**config.mk**
```make
export PLATFORM = sky130hd
export DESIGN_NAME = imem_prefetch_buffer
export DESIGN_NICKNAME = d
export VERILOG_FILES = /design/src/rtl/imem_pf_pkg.sv /design/src/rtl/imem_pf_fifo.sv /design/src/rtl/imem_prefetch_buffer.sv
export SDC_FILE = /design/constraint.sdc
export NUM_CORES = 1
export LEC_CHECK = 0
export CORE_UTILIZATION = 45
export DETAILED_ROUTE_END_ITERATION = 10
export GPL_ROUTABILITY_DRIVEN = 0
export PLACE_DENSITY = 0.67
export SKIP_CTS_REPAIR_TIMING = 1
export SLEW_MARGIN = 30
export SYNTH_ARGS = -nofsm -noshare
export SYNTH_HDL_FRONTEND = slang
export SYNTH_SLANG_ARGS = --single-unit
```
**constraint.sdc**
```tcl
create_clock -name clk -period 7.7 [get_ports clk]
set_input_delay 1.54 -clock clk [delete_from_list [all_inputs] [get_ports clk]]
set_output_delay 1.54 -clock clk [all_outputs]
set_load 0.01 [all_outputs]
```
**src/rtl/imem_pf_pkg.sv**
```systemverilog
// Shared types and constants for the instruction prefetch buffer.
package imem_pf_pkg;

    localparam logic [31:0] WORD_STEP = 32'd4;

    typedef enum logic [1:0] {
        IDLE = 2'd0,
        RUN  = 2'd1,
        HALT = 2'd2
    } state_e;

    typedef struct packed {
        logic        err;
        logic [31:0] data;
    } entry_t;

endpackage

```
**src/rtl/imem_pf_fifo.sv**
```systemverilog
// Synchronous FIFO of prefetched words; clear wins over push in the same cycle.
module imem_pf_fifo
    import imem_pf_pkg::*;
#(
    parameter int unsigned DEPTH = 4
) (
    input  logic                     clk,
    input  logic                     rst_n,
    input  logic                     push_i,
    input  logic                     pop_i,
    input  logic                     clear_i,
    input  entry_t                   wdata_i,
    output entry_t                   rdata_o,
    output logic [$clog2(DEPTH):0]   count_o,
    output logic                     full_o,
    output logic                     empty_o
);

    localparam int unsigned PTR_W = $clog2(DEPTH);
    localparam int unsigned CNT_W = PTR_W + 1;

    entry_t             mem_q [DEPTH];
    logic [PTR_W-1:0]   wr_ptr_q, rd_ptr_q;
    logic [CNT_W-1:0]   count_q;
    logic               push_ok, pop_ok;

    assign full_o  = (count_q == CNT_W'(DEPTH));
    assign empty_o = (count_q == '0);
    assign count_o = count_q;
    assign rdata_o = mem_q[rd_ptr_q];
    assign push_ok = push_i & ~full_o;
    assign pop_ok  = pop_i & ~empty_o;

    always_ff @(posedge clk or negedge rst_n) begin
        if (!rst_n) begin
            wr_ptr_q <= '0;
            rd_ptr_q <= '0;
            count_q  <= '0;
        end else if (clear_i) begin
            wr_ptr_q <= '0;
            rd_ptr_q <= '0;
            count_q  <= '0;
        end else begin
            if (push_ok) wr_ptr_q <= wr_ptr_q + PTR_W'(1);
            if (pop_ok)  rd_ptr_q <= rd_ptr_q + PTR_W'(1);
            count_q <= count_q + CNT_W'(push_ok) - CNT_W'(pop_ok);
        end
    end

    // Storage needs no reset; only entries below count are ever read.
    always_ff @(posedge clk) begin
        if (push_ok && !clear_i) mem_q[wr_ptr_q] <= wdata_i;
    end

endmodule

```
**src/rtl/imem_prefetch_buffer.sv**
```systemverilog
// Sequential instruction prefetcher with in-order response FIFO and flush on redirect.
// Optional IMEM_PREFETCH_BYPASS_EN forwards a fresh bus word straight to the core when the FIFO is empty.
module imem_prefetch_buffer
    import imem_pf_pkg::*;
#(
    parameter int unsigned DEPTH           = 4,
    parameter int unsigned MAX_OUTSTANDING = 2
) (
    input  logic        clk,
    input  logic        rst_n,
    input  logic        core_req,
    input  logic [31:0] core_addr,
    output logic [31:0] core_rdata,
    output logic        core_ready,
    output logic        core_err,
    output logic        bus_req,
    output logic [31:0] bus_addr,
    input  logic        bus_gnt,
    input  logic        bus_rvalid,
    input  logic [31:0] bus_rdata,
    input  logic        bus_err,
    output logic        prefetch_busy
);

    localparam int unsigned CNT_W = $clog2(DEPTH) + 1;
    localparam int unsigned SUM_W = CNT_W + 1;

    state_e             state_q, state_d;
    logic [31:0]        fetch_addr_q, fetch_addr_d;
    logic [31:0]        head_addr_q, head_addr_d;
    logic [31:0]        bus_addr_q, bus_addr_d;
    logic [CNT_W-1:0]   outstanding_q, outstanding_d;
    logic [CNT_W-1:0]   drop_cnt_q, drop_cnt_d;
    logic [CNT_W-1:0]   fifo_count, count_next;
    logic               bus_req_q, bus_req_d;
    logic               stale_q, stale_d;
    logic               busy_q, busy_d;
    logic [31:0]        core_word;
    logic               same_addr, gnt_now, rsp, hit, miss, bypass, push;
    logic               fifo_full, fifo_empty;
    entry_t             fifo_head, push_entry;

    assign push_entry = '{err: bus_err, data: bus_rdata};

    imem_pf_fifo #(.DEPTH(DEPTH)) u_fifo (
        .clk     (clk),
        .rst_n   (rst_n),
        .push_i  (push),
        .pop_i   (hit),
        .clear_i (miss),
        .wdata_i (push_entry),
        .rdata_o (fifo_head),
        .count_o (fifo_count),
        .full_o  (fifo_full),
        .empty_o (fifo_empty)
    );

    // Classify this cycle's core request and bus response.
    always_comb begin
        core_word = core_addr & ~32'd3;
        same_addr = (core_word == head_addr_q);
        gnt_now   = bus_req_q & bus_gnt;
        rsp       = bus_rvalid & (outstanding_q != '0);
        hit       = (state_q != IDLE) & core_req & ~fifo_empty & same_addr;
        miss      = core_req & ~hit & (~same_addr | (state_q == IDLE));
`ifdef IMEM_PREFETCH_BYPASS_EN
        bypass    = (state_q != IDLE) & core_req & same_addr & fifo_empty
                    & (drop_cnt_q == '0) & rsp & ~bus_err;
`else
        bypass    = 1'b0;
`endif
        push      = rsp & (drop_cnt_q == '0) & ~bypass & ~fifo_full;
    end

    always_ff @(posedge clk or negedge rst_n) begin
        if (!rst_n) state_q <= IDLE;
        else        state_q <= state_d;
    end

    always_comb begin
        state_d = state_q;
        if (miss)                                   state_d = RUN;
        else if (push && bus_err && state_q == RUN) state_d = HALT;
    end

    always_comb begin
        core_ready = hit | bypass;
        core_err   = hit & fifo_head.err;
        core_rdata = '0;
        if (hit)         core_rdata = fifo_head.data;
        else if (bypass) core_rdata = bus_rdata;
    end

    // A request pending at flush time stays on the bus; its response is dropped.
    always_comb begin
        outstanding_d = outstanding_q + CNT_W'(gnt_now) - CNT_W'(rsp);
        count_next    = miss ? '0 : fifo_count + CNT_W'(push) - CNT_W'(hit);
        head_addr_d   = head_addr_q;
        fetch_addr_d  = fetch_addr_q;
        drop_cnt_d    = drop_cnt_q;
        stale_d       = stale_q;
        bus_req_d     = bus_req_q;
        bus_addr_d    = bus_addr_q;

        if (miss)                 head_addr_d = core_word;
        else if (hit || bypass)   head_addr_d = head_addr_q + WORD_STEP;

        if (miss)                    fetch_addr_d = core_word;
        else if (gnt_now && !stale_q) fetch_addr_d = fetch_addr_q + WORD_STEP;

        if (miss) begin
            drop_cnt_d = outstanding_d;
            stale_d    = bus_req_q & ~bus_gnt;
        end else begin
            drop_cnt_d = drop_cnt_q - CNT_W'(rsp && drop_cnt_q != '0)
                                    + CNT_W'(gnt_now && stale_q);
            stale_d    = stale_q & ~gnt_now;
        end

        if (!(bus_req_q && !bus_gnt)) begin
            bus_req_d = (state_d == RUN)
                      && ((SUM_W'(count_next) + SUM_W'(outstanding_d)) < SUM_W'(DEPTH))
                      && (outstanding_d < CNT_W'(MAX_OUTSTANDING));
            if (bus_req_d) bus_addr_d = fetch_addr_d;
        end

        busy_d = (outstanding_d != '0) | bus_req_d;
    end

    always_ff @(posedge clk or negedge rst_n) begin
        if (!rst_n) begin
            fetch_addr_q  <= '0;
            head_addr_q   <= '0;
            bus_addr_q    <= '0;
            outstanding_q <= '0;
            drop_cnt_q    <= '0;
            bus_req_q     <= 1'b0;
            stale_q       <= 1'b0;
            busy_q        <= 1'b0;
        end else begin
            fetch_addr_q  <= fetch_addr_d;
            head_addr_q   <= head_addr_d;
            bus_addr_q    <= bus_addr_d;
            outstanding_q <= outstanding_d;
            drop_cnt_q    <= drop_cnt_d;
            bus_req_q     <= bus_req_d;
            stale_q       <= stale_d;
            busy_q        <= busy_d;
        end
    end

    assign bus_req       = bus_req_q;
    assign bus_addr      = bus_addr_q;
    assign prefetch_busy = busy_q;

endmodule

```
==> results by group <==
Worst hold path
  • Min-Delay Path Class: flip-flop to flip-flop

Global route
  • Grt ovf: 0
  • Largest net degree at the start of global routing: between 60 and 70
  • Antenna violations before repair: 0
  • All-Layer GR Usage: 0.198
  • Vias in the first global route: around 7500
  • First-pass GRT wire length: between 40 and 50 mm

Placed design
  • Placed cell area: between 10000 and 15000 µm²
  • Number of buffer cells added on primary ports: around 140
  • Placement Setup Slack: roughly 1300 ps
  • DP Wirelength: roughly 17 mm

Die
  • Cell row count: 58
  • Core area: 25200 µm²
  • Chip height: ~160 µm
  • DIE WIDTH: roughly 160 µm
  • # IOs: approximately 140
  • Initial core utilization: 0.459
  • DIE AREA: 26300 µm²

Synth
  • Post-synth top area share: 0.343
  • Part of the Yosys area used for sequential elements: 0.586
  • Unique masters post-synth: 57
  • Synth Warn #: 0
  • Post-Syn Nets: slightly below 1000
  • EDFF count, synth: 132
  • Ys flop type: edfxtp_1
  • Netlist Area Pre-Place: between 10000 and 15000 µm²
  • Cell taking the most area after synthesis: edfxtp_1
  • Yosys reg bits: between 200 and 250
  • Synth top area cells: edfxtp_1 34%, dfrtp_1 24%, mux4_2 6.4%, mux2i_1 4.2%, inv_1 3.0%
  • Gate Count Post-Synth: approximately 900
  • Syn_area_per_cell: between 10 and 15 µm²
  • Async set-reset flop share out of synthesis: 0.459

Drt
  • Pre-Repair DR Iteration Count: 6
  • Total routed wirelength: 25.6 mm
  • Metal3 WL: 2.01 mm
  • DRC viols: 0
  • DR vias: roughly 7500
  • Drt via density: approximately 5.4
  • Routed met2 length: 12.2 mm
  • Wire per inst: about 18 µm
  • Antenna Nets Post-Route: 0
  • DR top layer: met4
  • DRT iter0 DRCs: around 600
  • Metal-1 WL: 10.9 mm

STA
  • Post-layout minimum cycle time: 6360 ps
  • Total negative setup slack: 0 ps
  • Fmax: roughly 160 MHz
  • Final Setup Violations: 0
  • Rel. slew slack: 0.341
  • RSZ-0062 raised after global routing: false
  • Clock Skew: 10.9 ps
  • Slew @ Worst Pin: a little under 1000 ps
  • Slew Viols, Final: 0
  • Final Cycle Share: 0.826
  • Fin. Hold Viols: 0
  • Final WS setup: approximately 1300 ps

Setup path
  • Slowest cell on crit path: clkdlybuf4s50_1
  • CP max stage delay: a little under 600 ps
  • Worst setup EP type: output port
  • CP most frequent cell: clkdlybuf4s50_1
  • Buffers & Inverters on Critical Path: 4
  • Top delay family on crit path: buffers and inverters
  • Crit Path Max Fanout: 38
  • Arrival @ worst endpoint: between 4000 and 5000 ps
  • Worst path required time: a little over 6000 ps
  • Startpoint types: primary input
  • Critical path type: primary input to output port
  • CP Cell Sequence: clkdlybuf4s50_1 -> xor2_1 -> nor4_1 -> and4_1 -> nand3_1 -> inv_1 -> buf_4 -> and2_1 -> clkdlybuf4s50_1

CTS
  • CTS max path bufs: 3
  • Sink Count: 244
  • Clk slew on worst S/H paths: ~60 ps
  • Clock H-tree levels: 1
  • CTS tree: built
  • Clock root buffer: clkbuf_16
  • Skew-Pair Late Insertion Delay: approximately 550 ps
  • Inserted Clock Buffers: 27

Flow run
  • MaxCap Viol Count: 0

Layout
  • Core Util, Final: 0.563
  • Design area: around 14000 µm²
  • Register Area: about 6800 µm²
  • FILL cells: slightly above 2000
  • Layout cell share with drive strength beyond 1: 0.109
  • Area Overhead vs Synth: 22.6%
  • # diodes: 0
  • Area occupied by multi-input gates: 4240 µm²
  • Final #Nets: ~1100

Power
  • P_leak: approximately 0.0054 µW
  • Pwr dens: around 280 nW/µm²
  • Maximum vdd drop: roughly 0.0002 V

Status
  • Status: complete, no violations
kinds of logic after synthesis:
kind of cell | Yosys count | synth area share
AO/OA/AOI/OAI | 83 | 0.0513
XOR/XNOR | 68 | 0.0515
adder cells (fa/ha/maj) | 20 | 0.0243
buffers and inverters | 137 | 0.0474
flip-flops | 244 | 0.586
multiplexers | 97 | 0.121
AND/OR/NAND/NOR | 252 | 0.118
state kept, by name, summed over array words and instances, names as in the netlist:
register	flops
prefetch_busy	1
u_fifo.count_o	3
u_fifo.rd_ptr_q	2
state_q	2
u_fifo.wr_ptr_q	2
bus_req	1
fetch_addr_q	32
u_fifo.mem_q	132
bus_addr	32
head_addr_q	30
outstanding_q	3
stale_q	1
drop_cnt_q	3
worst register-to-register path, delay by kind of cell (launching register included):
kind / cells / cell delay (ps)
AND/OR/NAND/NOR: 5 / 1550
adder cells (fa/ha/maj): 4 / 960
buffers and inverters: 4 / 860
flip-flops: 1 / 440
XOR/XNOR: 2 / 380
multiplexers: 1 / 250
AO/OA/AOI/OAI: 1 / 220
routing by layer:
| layer | up-vias | GRT usage |
|---|---|---|
| li1 | 3530 | - |
| met1 | 3704 | 0.261 |
| met2 | 263 | 0.328 |
| met3 | 40 | 0.0501 |
| met4 | 0 | 0.0467 |
| met5 | - | 0 |
path summary, 6_finish.rpt:
path,from,to,slack (ps),cells past startpoint
setup / recovery,core_addr[5],core_rdata[15],1340,9
hold / removal,fetch_addr_q[0]$_DFF_PN0_,fetch_addr_q[0]$_DFF_PN0_,480,1
setup reg to reg,head_addr_q[5]$_DFFE_PN0N_,bus_addr[11]$_DFFE_PN0P_,2940,17
hold reg to reg,fetch_addr_q[0]$_DFF_PN0_,fetch_addr_q[0]$_DFF_PN0_,480,1
max in group asynchronous,rst_n,fetch_addr_q[16]$_DFF_PN0_,5420,2
min in group asynchronous,rst_n,fetch_addr_q[6]$_DFF_PN0_,1030,1
cells in the mapped netlist (15+ instances only):
master,n
mux4_2,33
xor2_1,31
inv_1,93
ha_1,16
nand4_1,17
xnor2_1,37
nor2_1,25
nand3_1,32
nor3_1,17
mux2_2,15
nand2_1,53
nor4_1,20
edfxtp_1,132
o21ai_0,25
mux2i_1,48
clkbuf_1,30
and2_1,41
dfrtp_1,112
cell usage in the layout (no fill, tap or decap), types with 5 or more instances in the layout:
master / Yosys / routed
mux2i_1: 48 / 48
clkbuf_16: 0 / 27
o21ai_0: 25 / 25
edfxtp_1: 132 / 132
xor2_1: 31 / 31
nand2_1: 53 / 53
nor3_1: 17 / 17
clkdlybuf4s50_1: 0 / 134
and3_1: 11 / 11
a311oi_1: 5 / 5
a211o_1: 5 / 5
nand4_1: 17 / 17
clkbuf_1: 30 / 5
o311ai_0: 9 / 9
buf_4: 4 / 17
nand3_1: 32 / 32
mux2_2: 15 / 15
mux4_2: 33 / 33
xnor2_1: 37 / 37
and2_1: 41 / 41
dfrtp_1: 112 / 111
or3_1: 7 / 7
nor2_1: 25 / 25
ha_1: 16 / 16
and4_1: 6 / 6
nor4_1: 20 / 20
a21oi_1: 10 / 10
inv_1: 93 / 93
o211ai_1: 7 / 7
stage by stage:
step	instances	hold slack (ps)	total power [µW]
after floorplan	901	444	2280
after global placement	1338	465	2630
after detailed placement	1338	467	2660
after CTS	1387	481	4000
after global routing	1387	532	4150
final	1387	479	3950
layout make-up:
type | instances | share of cell area
Sequential cell | 244 | 0.478
Multi-Input combinational cell | 520 | 0.299
Timing Repair Buffer | 151 | 0.104
Clock buffer | 35 | 0.0519
Tap cell | 330 | 0.0291
Inverter | 93 | 0.0246
Clock inverter | 14 | 0.0133
report_power, final:
group	switching, µW	internal, µW
clock network	518	809
logic	461	493
registers	114	1550
Power figures use the tool's default switching activity.
